## config.mk

```make
export PLATFORM = sky130hd
export DESIGN_NAME = burst_instruction_handler_flat
export DESIGN_NICKNAME = d
export VERILOG_FILES = /design/src/rtl/burst_instruction_handler_if.sv /design/src/rtl/burst_instruction_handler.sv /design/src/flat_wrapper.sv
export SDC_FILE = /design/constraint.sdc
export NUM_CORES = 1
export LEC_CHECK = 0
export BUFFER_PORTS_ARGS = -buffer_cell sky130_fd_sc_hd__buf_4
export CAP_MARGIN = 0
export CELL_PAD_IN_SITES_DETAIL_PLACEMENT = 1
export CELL_PAD_IN_SITES_GLOBAL_PLACEMENT = 2
export CORE_MARGIN = 4
export CORE_UTILIZATION = 34
export DETAILED_ROUTE_END_ITERATION = 7
export GPL_TIMING_DRIVEN = 0
export PLACE_DENSITY_LB_ADDON = 0.1
export REMOVE_ABC_BUFFERS = 1
export SLEW_MARGIN = 20
export SYNTH_ARGS = -nofsm -noshare
export SYNTH_HDL_FRONTEND = slang
export SYNTH_SLANG_ARGS = --single-unit
```

## constraint.sdc

```tcl
create_clock -name clk -period 2.3 [get_ports clk]
set_input_delay 0.46 -clock clk [delete_from_list [all_inputs] [get_ports clk]]
set_output_delay 0.46 -clock clk [all_outputs]
set_load 0.01 [all_outputs]
```

## src/rtl/burst_instruction_handler_if.sv

```systemverilog
// Byte-stream command port and core-side bus of burst_instruction_handler.
// Handshake: one byte transfers on every rising clk edge with spi_rx_valid=1; there is no ready, overflow is reported on error.
interface burst_instruction_handler_if #(
   parameter int ADDR_BYTES = 3,
   parameter int DATA_BYTES = 4
);
   logic                    spi_rx_valid;
   logic [7:0]              spi_rx_byte;
   logic [7:0]              spi_tx_byte;
   logic [7:0]              instruction_bus;
   logic [8*ADDR_BYTES-1:0] address_bus;
   logic [8*DATA_BYTES-1:0] value_bus;
   logic [8*DATA_BYTES-1:0] value_from_core;
   logic                    busy;
   logic                    error;
   logic [2:0]              dbg_state;

   modport slave (
      input  spi_rx_valid, spi_rx_byte, value_from_core,
      output spi_tx_byte, instruction_bus, address_bus, value_bus, busy, error, dbg_state
   );

   modport master (
      output spi_rx_valid, spi_rx_byte, value_from_core,
      input  spi_tx_byte, instruction_bus, address_bus, value_bus, busy, error, dbg_state
   );
endinterface

```

## src/rtl/burst_instruction_handler.sv

```systemverilog
// Decodes an SPI byte stream into WRITE/READ/TRANSFER/BURST_WRITE commands and
// issues one-cycle instruction strobes toward the cores.
module burst_instruction_handler #(
   parameter int ADDR_BYTES     = 3,
   parameter int DATA_BYTES     = 4,
   parameter int TIMEOUT_CYCLES = 1024
) (
   input logic                        clk,
   input logic                        rst_n,
   burst_instruction_handler_if.slave bus
);
   localparam int AW = 8 * ADDR_BYTES;
   localparam int DW = 8 * DATA_BYTES;
   localparam int TW = $clog2(TIMEOUT_CYCLES + 1);

   localparam logic [2:0] S_IDLE      = 3'd0;
   localparam logic [2:0] S_ADDR      = 3'd1;
   localparam logic [2:0] S_COUNT     = 3'd2;
   localparam logic [2:0] S_DATA      = 3'd3;
   localparam logic [2:0] S_ISSUE     = 3'd4;
   localparam logic [2:0] S_READ_WAIT = 3'd5;
   localparam logic [2:0] S_TX        = 3'd6;

   localparam logic [7:0] OP_NOP      = 8'h00;
   localparam logic [7:0] OP_WRITE    = 8'h01;
   localparam logic [7:0] OP_READ     = 8'h02;
   localparam logic [7:0] OP_TRANSFER = 8'h03;
   localparam logic [7:0] OP_BURST    = 8'h04;

   logic [2:0]    state_q, state_d;
   logic [7:0]    op_q, op_d;
   logic [7:0]    cnt_q, cnt_d;
   logic [AW-1:0] addr_q, addr_d;
   logic [DW-1:0] data_q, data_d;
   logic [8:0]    words_q, words_d;
   logic [DW-1:0] rbuf_q, rbuf_d;
   logic [DW-1:0] txsh_q, txsh_d;
   logic [7:0]    tx_q, tx_d;
   logic [TW-1:0] tmo_q, tmo_d;
   logic          skid_v_q, skid_v_d;
   logic [7:0]    skid_b_q, skid_b_d;
   logic          err_q, err_d;

   logic          byte_v;
   logic [7:0]    byte_b;
   logic          issuing;

   assign issuing             = (state_q == S_ISSUE);
   assign bus.instruction_bus = issuing ? ((op_q == OP_READ) ? OP_READ : OP_WRITE) : OP_NOP;
   assign bus.address_bus     = issuing ? addr_q : '0;
   assign bus.value_bus       = (issuing && (op_q != OP_READ)) ? data_q : '0;
   assign bus.spi_tx_byte     = tx_q;
   assign bus.busy            = (state_q != S_IDLE);
   assign bus.error           = err_q;
   assign bus.dbg_state       = state_q;

   always_comb begin
      state_d  = state_q;
      op_d     = op_q;
      cnt_d    = cnt_q;
      addr_d   = addr_q;
      data_d   = data_q;
      words_d  = words_q;
      rbuf_d   = rbuf_q;
      txsh_d   = txsh_q;
      tx_d     = tx_q;
      tmo_d    = tmo_q;
      skid_v_d = skid_v_q;
      skid_b_d = skid_b_q;
      err_d    = 1'b0;
      byte_v   = 1'b0;
      byte_b   = 8'h00;

      // The skid byte is older than a byte arriving now, so it is consumed
      // first and the new byte takes its place.
      if ((state_q == S_ISSUE) || (state_q == S_READ_WAIT)) begin
         if (bus.spi_rx_valid) begin
            if (skid_v_q) begin
               err_d = 1'b1;
            end else begin
               skid_v_d = 1'b1;
               skid_b_d = bus.spi_rx_byte;
            end
         end
      end else if (skid_v_q) begin
         byte_v   = 1'b1;
         byte_b   = skid_b_q;
         skid_v_d = bus.spi_rx_valid;
         if (bus.spi_rx_valid) skid_b_d = bus.spi_rx_byte;
      end else begin
         byte_v = bus.spi_rx_valid;
         byte_b = bus.spi_rx_byte;
      end

      case (state_q)
         S_IDLE: begin
            if (byte_v) begin
               case (byte_b)
                  OP_WRITE, OP_READ, OP_BURST: begin
                     op_d    = byte_b;
                     cnt_d   = 8'd0;
                     state_d = S_ADDR;
                  end
                  OP_TRANSFER: begin
                     txsh_d  = rbuf_q;
                     cnt_d   = 8'd0;
                     state_d = S_TX;
                  end
                  OP_NOP: ;
                  default: err_d = 1'b1;
               endcase
            end
         end
         S_ADDR: begin
            if (byte_v) begin
               addr_d = AW'({addr_q, byte_b});
               if (cnt_q == 8'(ADDR_BYTES - 1)) begin
                  cnt_d = 8'd0;
                  if (op_q == OP_READ)       state_d = S_ISSUE;
                  else if (op_q == OP_BURST) state_d = S_COUNT;
                  else                       state_d = S_DATA;
               end else begin
                  cnt_d = cnt_q + 8'd1;
               end
            end
         end
         S_COUNT: begin
            if (byte_v) begin
               words_d = (byte_b == 8'd0) ? 9'd256 : {1'b0, byte_b};
               cnt_d   = 8'd0;
               state_d = S_DATA;
            end
         end
         S_DATA: begin
            if (byte_v) begin
               data_d = DW'({data_q, byte_b});
               if (cnt_q == 8'(DATA_BYTES - 1)) begin
                  cnt_d   = 8'd0;
                  state_d = S_ISSUE;
               end else begin
                  cnt_d = cnt_q + 8'd1;
               end
            end
         end
         S_ISSUE: begin
            if (op_q == OP_READ) begin
               state_d = S_READ_WAIT;
            end else if ((op_q == OP_BURST) && (words_q != 9'd1)) begin
               words_d = words_q - 9'd1;
               addr_d  = addr_q + AW'(1);
               state_d = S_DATA;
            end else begin
               state_d = S_IDLE;
            end
         end
         S_READ_WAIT: begin
            rbuf_d  = bus.value_from_core;
            state_d = S_IDLE;
         end
         S_TX: begin
            if (byte_v) begin
               tx_d   = txsh_q[DW-1 -: 8];
               txsh_d = txsh_q << 8;
               if (cnt_q == 8'(DATA_BYTES - 1)) begin
                  cnt_d   = 8'd0;
                  state_d = S_IDLE;
               end else begin
                  cnt_d = cnt_q + 8'd1;
               end
            end
         end
         default: state_d = S_IDLE;
      endcase

      // An arriving byte always beats the timeout in the same cycle.
      if (state_q == S_IDLE) begin
         tmo_d = '0;
      end else if (bus.spi_rx_valid) begin
         tmo_d = '0;
      end else if (tmo_q == TW'(TIMEOUT_CYCLES - 1)) begin
         tmo_d    = '0;
         state_d  = S_IDLE;
         cnt_d    = 8'd0;
         skid_v_d = 1'b0;
         err_d    = 1'b1;
      end else begin
         tmo_d = tmo_q + TW'(1);
      end
   end

   always_ff @(posedge clk) begin
      if (!rst_n) begin
         state_q  <= S_IDLE;
         op_q     <= OP_NOP;
         cnt_q    <= 8'd0;
         addr_q   <= '0;
         data_q   <= '0;
         words_q  <= 9'd0;
         rbuf_q   <= '0;
         txsh_q   <= '0;
         tx_q     <= 8'h00;
         tmo_q    <= '0;
         skid_v_q <= 1'b0;
         skid_b_q <= 8'h00;
         err_q    <= 1'b0;
      end else begin
         state_q  <= state_d;
         op_q     <= op_d;
         cnt_q    <= cnt_d;
         addr_q   <= addr_d;
         data_q   <= data_d;
         words_q  <= words_d;
         rbuf_q   <= rbuf_d;
         txsh_q   <= txsh_d;
         tx_q     <= tx_d;
         tmo_q    <= tmo_d;
         skid_v_q <= skid_v_d;
         skid_b_q <= skid_b_d;
         err_q    <= err_d;
      end
   end
endmodule

```

## src/flat_wrapper.sv

```systemverilog
// flat-port wrapper written by rule: the top's interface ports become plain ports
module burst_instruction_handler_flat 
#(
   parameter int ADDR_BYTES     = 3,
   parameter int DATA_BYTES     = 4,
   parameter int TIMEOUT_CYCLES = 1024
)
  (clk, rst_n, bus_spi_rx_valid, bus_spi_rx_byte, bus_value_from_core, bus_spi_tx_byte, bus_instruction_bus, bus_address_bus, bus_value_bus, bus_busy, bus_error, bus_dbg_state);
  burst_instruction_handler_if #(.ADDR_BYTES(ADDR_BYTES), .DATA_BYTES(DATA_BYTES)) bus_i ();
  input logic clk;
  input logic rst_n;
  input wire logic [$bits(bus_i.spi_rx_valid)-1:0] bus_spi_rx_valid;
  input wire logic [$bits(bus_i.spi_rx_byte)-1:0] bus_spi_rx_byte;
  input wire logic [$bits(bus_i.value_from_core)-1:0] bus_value_from_core;
  output wire logic [$bits(bus_i.spi_tx_byte)-1:0] bus_spi_tx_byte;
  output wire logic [$bits(bus_i.instruction_bus)-1:0] bus_instruction_bus;
  output wire logic [$bits(bus_i.address_bus)-1:0] bus_address_bus;
  output wire logic [$bits(bus_i.value_bus)-1:0] bus_value_bus;
  output wire logic [$bits(bus_i.busy)-1:0] bus_busy;
  output wire logic [$bits(bus_i.error)-1:0] bus_error;
  output wire logic [$bits(bus_i.dbg_state)-1:0] bus_dbg_state;
  assign bus_i.spi_rx_valid = bus_spi_rx_valid;
  assign bus_i.spi_rx_byte = bus_spi_rx_byte;
  assign bus_i.value_from_core = bus_value_from_core;
  assign bus_spi_tx_byte = bus_i.spi_tx_byte;
  assign bus_instruction_bus = bus_i.instruction_bus;
  assign bus_address_bus = bus_i.address_bus;
  assign bus_value_bus = bus_i.value_bus;
  assign bus_busy = bus_i.busy;
  assign bus_error = bus_i.error;
  assign bus_dbg_state = bus_i.dbg_state;
  burst_instruction_handler #(.ADDR_BYTES(ADDR_BYTES), .DATA_BYTES(DATA_BYTES), .TIMEOUT_CYCLES(TIMEOUT_CYCLES)) u_core (.clk(clk), .rst_n(rst_n), .bus(bus_i));
endmodule
```

==> Word level (Yosys, flattened, before mapping) <==
Index checks and enable logic that the tools add are counted.
{ "classes": {"addsub": 4, "n_eq_ne": 26, "mux": 68, "n_bitwise": 1, "reduce_logical": 22} }
{ "ops": {"columns": ["operator", "n"], "rows": [
  ["2-to-1 mux 8 bit", 17],
  ["2-to-1 mux 32 bit", 4],
  ["2-to-1 mux 24 bit", 4],
  ["one-hot mux 32 bit (2 select lines)", 1],
  ["one-hot mux 24 bit (2 select lines)", 1],
  ["equality test 8 x 2 -> 1 bit (second input constant)", 5],
  ["2-to-1 mux 3 bit", 13],
  ["2-to-1 mux 9 bit", 4],
  ["one-hot mux 8 bit (4 select lines)", 1],
  ["adder 24 x 1 -> 24 bit (second input constant)", 1],
  ["2-to-1 mux 1 bit", 18],
  ["one-hot mux 3 bit (6 select lines)", 1],
  ["one-hot mux 9 bit (2 select lines)", 1],
  ["equality test 8 x 3 -> 1 bit (second input constant)", 2],
  ["AND reduction 4 bit", 3],
  ["adder 11 x 1 -> 11 bit (second input constant)", 1],
  ["equality test 11 x 10 -> 1 bit (second input constant)", 1],
  ["!= test 2 bit (second input constant)", 5],
  ["equality test 3 bit (second input constant)", 3],
  ["!= test 9 x 1 -> 1 bit (second input constant)", 1],
  ["subtractor 9 x 1 -> 9 bit (second input constant)", 1],
  ["adder 8 x 1 -> 8 bit (second input constant)", 1],
  ["equality test 8 x 1 -> 1 bit (second input constant)", 1],
  ["logical NOT 8 bit", 1],
  ["18 further kinds", 30]
]} }
{ "totals": {"ff_bits": 177, "inputBits": 43, "out_inout_bits": 77, "wordCells": 134} }

==> Logic depth before layout (Yosys ltp) <==
Gate-level depths: netlist (run 1).
{ "depth": {"word_depth": 11, "mapped_depth": 9, "mapped_depth_nobuf": 7} }

==> Least setup slack after synthesis (run 1) <==
OpenSTA, ideal clock, no wires.
{ "synth_path": {"kind": "flip-flop to output port", "from": "register u_core.state_q[0] (netlist: u_core.bus.dbg_state[0])", "to": "output bus_value_bus[23]", "arrival_time_ns": 1.489, "required_time_ns": 1.840, "setup_slack_ns": 0.351, "path_stages_with_launch": 6, "n_path_buf": 3, "cell_sequence": "dfxtp_1 -> buf_6 -> nor3b_4 -> clkbuf_1 -> clkbuf_1 -> and3_1"} }
{ "synth_via": {"elab_chain_len": 3} }
{ "synth_rtl": {"columns": ["item", "line_no", "rtl"], "rows": [
  ["start, declared", "burst_instruction_handler.sv:30", "logic [2:0] state_q, state_d;"],
  ["start signal, assigned", "burst_instruction_handler.sv:207", "state_q <= state_d;"],
  ["equality test 3 bit", "burst_instruction_handler.sv:48", "assign issuing = (state_q == S_ISSUE);"],
  ["logical AND 1 bit", "burst_instruction_handler.sv:51", "assign bus.value_bus = (issuing && (op_q != OP_READ)) ? data_q : '0;"],
  ["2-to-1 mux 32 bit", "burst_instruction_handler.sv:51", null],
  ["end, declared", "flat_wrapper.sv:18", "output wire logic [$bits(bus_i.value_bus)-1:0] bus_value_bus;"]
]} }
Every way passes these cells.

==> Final worst setup path (run 1) <==
{ "layout_path": {"from": "register u_core.op_q[3]", "to": "output bus_value_bus[0]"} }
{ "layout_via": {"elab_chain_len": 3} }
{ "layout_rtl": {"columns": ["item", "line_no", "rtl"], "rows": [
  ["start, declared", "burst_instruction_handler.sv:31", "logic [7:0] op_q, op_d;"],
  ["start signal, assigned", "burst_instruction_handler.sv:208", "op_q <= op_d;"],
  ["!= test 8 x 2 -> 1 bit", "burst_instruction_handler.sv:51", null],
  ["logical AND 1 bit", "burst_instruction_handler.sv:51", null],
  ["2-to-1 mux 32 bit", "burst_instruction_handler.sv:51", null]
]} }
Every way passes these cells.

==> flow_summary_export.csv, run 1 <==
group,metric,value,unit
logic_synthesis,synth_top_area_frac,0.395,
power,vdd_drop_max,0.000341,V
timing,fmaxAchievable,432,MHz
power,p_int,4.77,mW
clock_tree,cts-root-buf,"clkbuf_16",
placement,dp_hpwl,17.5,mm
setup_path,crit_type,"flop to primary output",
power,power.leakage,4.26,nW
grt,grt_use_total,0.194,
setup_path,worstPathRequired,1.84,ns
clock_tree,clkLatencyLatePin,0.44,ns
timing,hold_viol_final,0,
final_layout,drive_above_1_share,0.268,
timing,setup_viol,17,
timing,holdWs,0.256,ns
status,violations,"setup timing",
logic_synthesis,synthFlopType,"dfxtp_1",
grt,grt_pass1_wl,45.9,mm
timing,finClkSkew,0.0193,ns
floorplan,die_w,171,um
logic_synthesis,ys_seq_elements,177,
floorplan,fp.dieH,171,um
logic_synthesis,yosysTopAreaCell,"dfxtp_1",
grt,grt-ovfl-total,0,
power,swShare,0.258,
routing,wirelength,29.0,mm
final_layout,diodes,0,
routing,drt_iter0_drc,381,
floorplan,rows,59,
setup_path,crit_fanout,16,
final_layout,syn_to_final_growth,30.1,%
placement,dp.cells,1489,
clock_tree,clk_pin_slew_worst_paths,0.08,ns
clock_tree,cts.sinks,177,
timing,tns,-0.124,ns
power,p_sw,1.66,mW
floorplan,die-area,29100,sq um
status,status,"finished, violations left",
setup_path,endpoint_kind,"primary output",
timing,worst_pin_slew,0.803,ns
clock_tree,cts_tree,"yes",
logic_synthesis,async_reset_ff_frac,0,
placement,io_buffers,113,
job,cap_violations,0,
logic_synthesis,synth.yosys.seq_area_share,0.395,
floorplan,start_util,0.346,
setup_path,cp-start-kind,"flop",
routing,drcViolationCount,0,
power,powerDensity,550,nW/um^2
logic_synthesis,synth_cell_types,79,
power,power_frac_seq,0.477,
logic_synthesis,syn-mean-instance-area,8.04,sq um
logic_synthesis,yosysWarnings,0,
clock_tree,cts_inserted_buffers,17,
timing,finalWorstSetupSlack,-0.0130,ns
setup_path,arrival,1.85,ns
placement,place_ws,-0.870,ns
floorplan,core,26000,sq um
timing,rsz0062_at_grt,"true",
logic_synthesis,synth_area_leaders,"dfxtp_1 (39%), nand2_1 (7.6%), a21oi_1 (6.4%)",
logic_synthesis,synth_edf_count,0,
routing,dr_total_vias,8439,
routing,antenna_left,0,
logic_synthesis,syn_inst,1117,
clock_tree,htree_levels,4,
grt,antenna_found_initial,1,
logic_synthesis,netlist_area,8980,sq um
floorplan,ios,120,
routing,first_pass_iters,4,
power,pwr-share-clk,0.481,
grt,grt_pass1_vias,8510,
final_layout,finalNonFillerCells,1574,
placement,routabilityCongestion,0.742,
final_layout,nets,1275,
timing,drv_slew,0,
routing,via_per_inst,5.36,
worst_hold_path,hp-class,"input pin to flop",
grt,grt_max_degree,67,
clock_tree,clockBufferDepth,2,
timing,post-route-period-util,1.01,
timing,min_period,2.31,ns
power,power_frac_comb,0.042,
routing,wl_per_cell,18.4,um
timing,max_slew_margin,0.463,
==> cell type report <==
class | instances | area, sq um
clock buffers | 18 | 439
inverters | 35 | 144
multi-input cells | 825 | 5280
repair buffers | 170 | 1650
clock inverters | 14 | 194
well taps | 335 | 419
flip-flops and latches | 177 | 3560
fillers | 3077 | 14300
==> cells by family (layout without fill, tap and decap cells) <==
| kind of cell | after synthesis | after routing | share of synthesized area |
|---|---|---|---|
| AO/OA/AOI/OAI | 292 | 295 | 0.206 |
| adder cells (fa/ha/maj) | 6 | 6 | 0.00836 |
| flip-flops | 177 | 177 | 0.395 |
| other | 1 | 6 | 0.000418 |
| AND/OR/NAND/NOR | 460 | 462 | 0.258 |
| XOR/XNOR | 13 | 13 | 0.0127 |
| multiplexers | 43 | 43 | 0.0549 |
| buffers and inverters | 125 | 237 | 0.0658 |
==> power groups by stage <==
stage	combinational, mW	clock (mW)	sequential, mW
after CTS	0.264	3.19	3.07
after detailed placement	0.251	0	3.14
final	0.271	3.09	3.07
after global placement	0.241	0	3.14
after floorplan	0.108	0	3.14
after global routing	0.294	3.31	3.07
==> cells in the final DEF (no fill, tap or decap), drive strengths merged, types with 20 or more instances in the layout <==
cell    count
nand2     182
dfxtp     177
buf       167
a21oi     119
nor2       78
a211oi     57
o21ai      44
and3       42
inv        39
nand4      34
nand3      33
and2       29
mux2       27
clkbuf     20
==> metrics by stage <==
| step | power (mW) | instance area (sq um) | util |
|---|---|---|---|
| global route | 6.67 | 11700 | 0.450 |
| floorplan | 3.25 | 8540 | - |
| detailed placement | 3.39 | 10000 | 0.385 |
| finish | 6.43 | 11700 | 0.450 |
| CTS | 6.52 | 11200 | 0.433 |
| global placement | 3.38 | 9810 | 0.377 |
==> routing by layer <==
layer | vias to the layer above | wire length (um) | global-route usage
li1 | 4196 | - | -
met1 | 4104 | 13400 | 0.256
met2 | 117 | 14400 | 0.337
met3 | 22 | 851 | 0.0289
met4 | 0 | 340 | 0.0438
met5 | - | 0 | 0
==> final timing paths <==
kind / startpoint / to / slack, ns / cells after the start
worst max-delay path: u_core.op_q[3]$_SDFFE_PN0P_ / bus_value_bus[0] / -0.01 / 6
worst min-delay path: bus_value_from_core[3] / u_core.rbuf_q[3]$_SDFFE_PN0P_ / 0.26 / 3
worst max register to register: u_core.skid_v_q$_SDFF_PN0_ / u_core.cnt_q[6]$_SDFF_PN0_ / 0.12 / 8
worst min register to register: u_core.tmo_q[0]$_SDFF_PP0_ / u_core.tmo_q[0]$_SDFF_PP0_ / 0.45 / 1
==> synthesized netlist by cell type (all sizes together) (3+ instances only) <==
cell and count:
a211oi 57, a21o 5, a21oi 118, a31oi 13, a32oi 3, a41oi 4, and2 28, and3 42
and4 4, buf 35, clkbuf 55, dfxtp 177, ha 6, inv 34, mux2 27, mux2i 16
nand2 182, nand2b 5, nand3 33, nand4 33, nor2 78, nor2b 3, nor3 18, nor3b 7
nor4 10, o211ai 5, o21a 6, o21ai 44, o221a 5, o22ai 6, or2 7, xnor2 7
xor2 6
==> critical path: stages, from the launching register on <==
cell and delay, ns:
dfxtp_2 0.33, nor4_4 0.29, nand4b_1 0.18, buf_6 0.18, buf_12 0.14, and3_4 0.18
buf_6 0.11
==> registers in the layout (all words and copies together), names as in the netlist <==
signal,cells
u_core.tmo_q,11
u_core.bus.dbg_state,3
u_core.skid_b_q,8
u_core.cnt_q,8
u_core.rbuf_q,32
u_core.addr_q,24
u_core.bus.error,1
u_core.skid_v_q,1
u_core.bus.spi_tx_byte,8
u_core.data_q,32
u_core.words_q,9
u_core.txsh_q,32
u_core.op_q,8
==> timing repair <==
action                                  4_1_cts  5_1_grt
endpoints found under the setup margin      179      113
gates resized for setup                      74       50
setup buffers                                22       25
pin swaps                                    14       17
gates cloned                                  5        3
hold buffers                                  0        0
(Power assumes the default switching activity.)
==> run 2, diff against run 1 <==
Settings changed: GPL_TIMING_DRIVEN 0 to 1, RECOVER_POWER set to 50.
==> flow_summary_export.csv, run 2 (synthesized netlist as in run 1, its figures left out) <==
group,metric,value,unit
clock_tree,cts.sinks,177,
job,cap_violations,0,
power,swShare,0.261,
placement,dpl_cell_area,10400,sq um
clock_tree,clk_pin_slew_worst_paths,0.09,ns
setup_path,endpoint_kind,"primary output",
floorplan,core,26000,sq um
placement,dp_hpwl,18.4,mm
final_layout,syn_to_final_growth,28.1,%
timing,min_period,2.44,ns
grt,met2_usage,0.304,
routing,antenna_left,0,
setup_path,arrival,1.98,ns
routing,first_pass_iters,4,
timing,rsz0062_at_grt,"true",
timing,post-route-period-util,1.06,
floorplan,die-area,29100,sq um
timing,hold_viol_final,0,
power,powerDensity,558,nW/um^2
worst_hold_path,min_path_cells,3,
setup_path,crit_fanout,8,
clock_tree,postCtsHoldBufs,0,
floorplan,ios,120,
clock_tree,cts_tree,"yes",
timing,drv_slew,0,
power,p_sw,1.67,mW
setup_path,ff2ff_path_depth,7,
timing,fmaxAchievable,409,MHz
timing,setup_viol,33,
clock_tree,cts_inserted_buffers,17,
clock_tree,cts-root-buf,"clkbuf_16",
final_layout,reg_top3,"u_core.data_q: 32 flops, u_core.rbuf_q: 32 flops, u_core.txsh_q: 32 flops",
setup_path,crit_type,"flop to primary output",
final_layout,postLayoutCellArea,11500,sq um
final_layout,final_cell_mix,"nand2_1 (182), dfxtp_1 (176), buf_4 (129)",
timing,finClkSkew,0.0151,ns
setup_path,worstPathRequired,1.84,ns
floorplan,die_w,171,um
routing,dr_total_vias,8414,
power,p_int,4.75,mW
grt,grt_pass1_wl,43.7,mm
floorplan,rows,59,
setup_path,cp-start-kind,"flop",
floorplan,start_util,0.346,
grt,grt-ovfl-total,0,
routing,drt_iter0_drc,272,
placement,dp.cells,1549,
clock_tree,clockBufferDepth,2,
setup_path,rrSetupSlack,0,ns
routing,wl_per_cell,17.7,um
power,total_power,6.42,mW
status,status,"finished, violations left",
grt,grt_pass1_vias,8123,
floorplan,fp.dieH,171,um
worst_hold_path,hp-class,"input pin to flop",
final_layout,nets,1295,
final_layout,finalNonFillerCells,1594,
timing,worst_pin_slew,0.745,ns
grt,antenna_found_initial,0,
grt,grt-busiest-layer,"met2",
grt,grt_max_degree,131,
final_layout,final_common_cell,"nand2_1",
power,power_frac_comb,0.043,
final_layout,diodes,0,
status,violations,"setup timing",
power,power.leakage,4.23,nW
timing,finalWorstSetupSlack,-0.143,ns
power,vdd_drop_max,0.000336,V
timing,max_slew_margin,0.503,
routing,via_per_inst,5.28,
grt,grt_use_met3,0.0328,
power,power_frac_seq,0.478,
grt,grt_use_total,0.183,
routing,wirelength,28.2,mm
clock_tree,htree_levels,4,
placement,io_buffers,113,
placement,routabilityCongestion,0.787,
final_layout,drive_above_1_share,0.248,
grt,grtUsageMet1,0.250,
power,pwr-share-clk,0.479,
clock_tree,clkLatencyLatePin,0.44,ns
routing,drcViolationCount,0,
-- run 2: cell types whose count changed in the layout (fill, tap and decap cells not counted), moves of 4 or more --
| cell | before | now |
|---|---|---|
| dfxtp_4 | 4 | 0 |
| dfxtp_1 | 171 | 176 |
| buf_4 | 119 | 129 |
| clkinv_8 | 7 | 3 |
| buf_16 | 4 | 0 |
| nand2_1 | 178 | 182 |
| clkbuf_1 | 0 | 15 |
-- run 2: final cells by class --
cell class	instances	area, sq um
Fill cell	3096	14500
Multi-Input combinational cell	820	5060
Sequential cell	177	3540
Timing Repair Buffer	195	1730
Clock buffer	17	425
Tap cell	335	419
Clock inverter	15	189
Inverter	35	134
-- run 2: power groups by stage --
| stage | clock network (mW) | registers (mW) | logic, mW |
|---|---|---|---|
| floorplan | 0 | 3.14 | 0.108 |
| global placement | 0 | 3.14 | 0.274 |
| detailed placement | 0 | 3.14 | 0.274 |
| CTS | 3.16 | 3.07 | 0.275 |
| global route | 3.28 | 3.07 | 0.299 |
| finish | 3.08 | 3.07 | 0.274 |
-- run 2: path summary, 6_finish.rpt --
kind	startpoint	end
worst max register to register	u_core.skid_v_q$_SDFF_PN0_	u_core.addr_q[15]$_SDFFE_PN0P_
worst min-delay path	bus_value_from_core[15]	u_core.rbuf_q[15]$_SDFFE_PN0P_
worst max-delay path	u_core.op_q[6]$_SDFFE_PN0P_	bus_value_bus[10]
worst min register to register	u_core.tmo_q[10]$_SDFF_PP0_	u_core.tmo_q[10]$_SDFF_PP0_
-- run 2: critical path, cell delays in order (launching register included) --
cell	delay (ns)
dfxtp_2	0.34
nor4_4	0.27
buf_4	0.15
nand4b_1	0.12
buf_6	0.19
clkbuf_16	0.17
and3_4	0.18
buf_6	0.11
-- run 2: metrics by stage --
| stage | setup WS (ns) | utilization | TNS [ns] | hold slack [ns] |
|---|---|---|---|---|
| after detailed placement | 0.0185 | 0.401 | 0 | 0.434 |
| after CTS | -0.131 | 0.426 | -3.45 | 0.238 |
| after global routing | -0.224 | 0.443 | -8.30 | 0.239 |
| final | -0.143 | 0.443 | -3.66 | 0.252 |
| after floorplan | -1.30 | - | -106.75 | 0.414 |
| after global placement | 0.0383 | 0.401 | 0 | 0.423 |
-- run 2: repair_timing --
item                                    CTS  global route
pin swaps                                 0            11
gates resized for setup                   3            82
cloned                                    0             7
buffers inserted                          1             5
endpoints found under the setup margin   35            88
-- run 2: routing by layer --
metal  vias up  routed length [um]
met5         -                   0
met4         0                 342
met3        18                 917
met2       108               13500
met1      4059               13400
li1       4229                   -
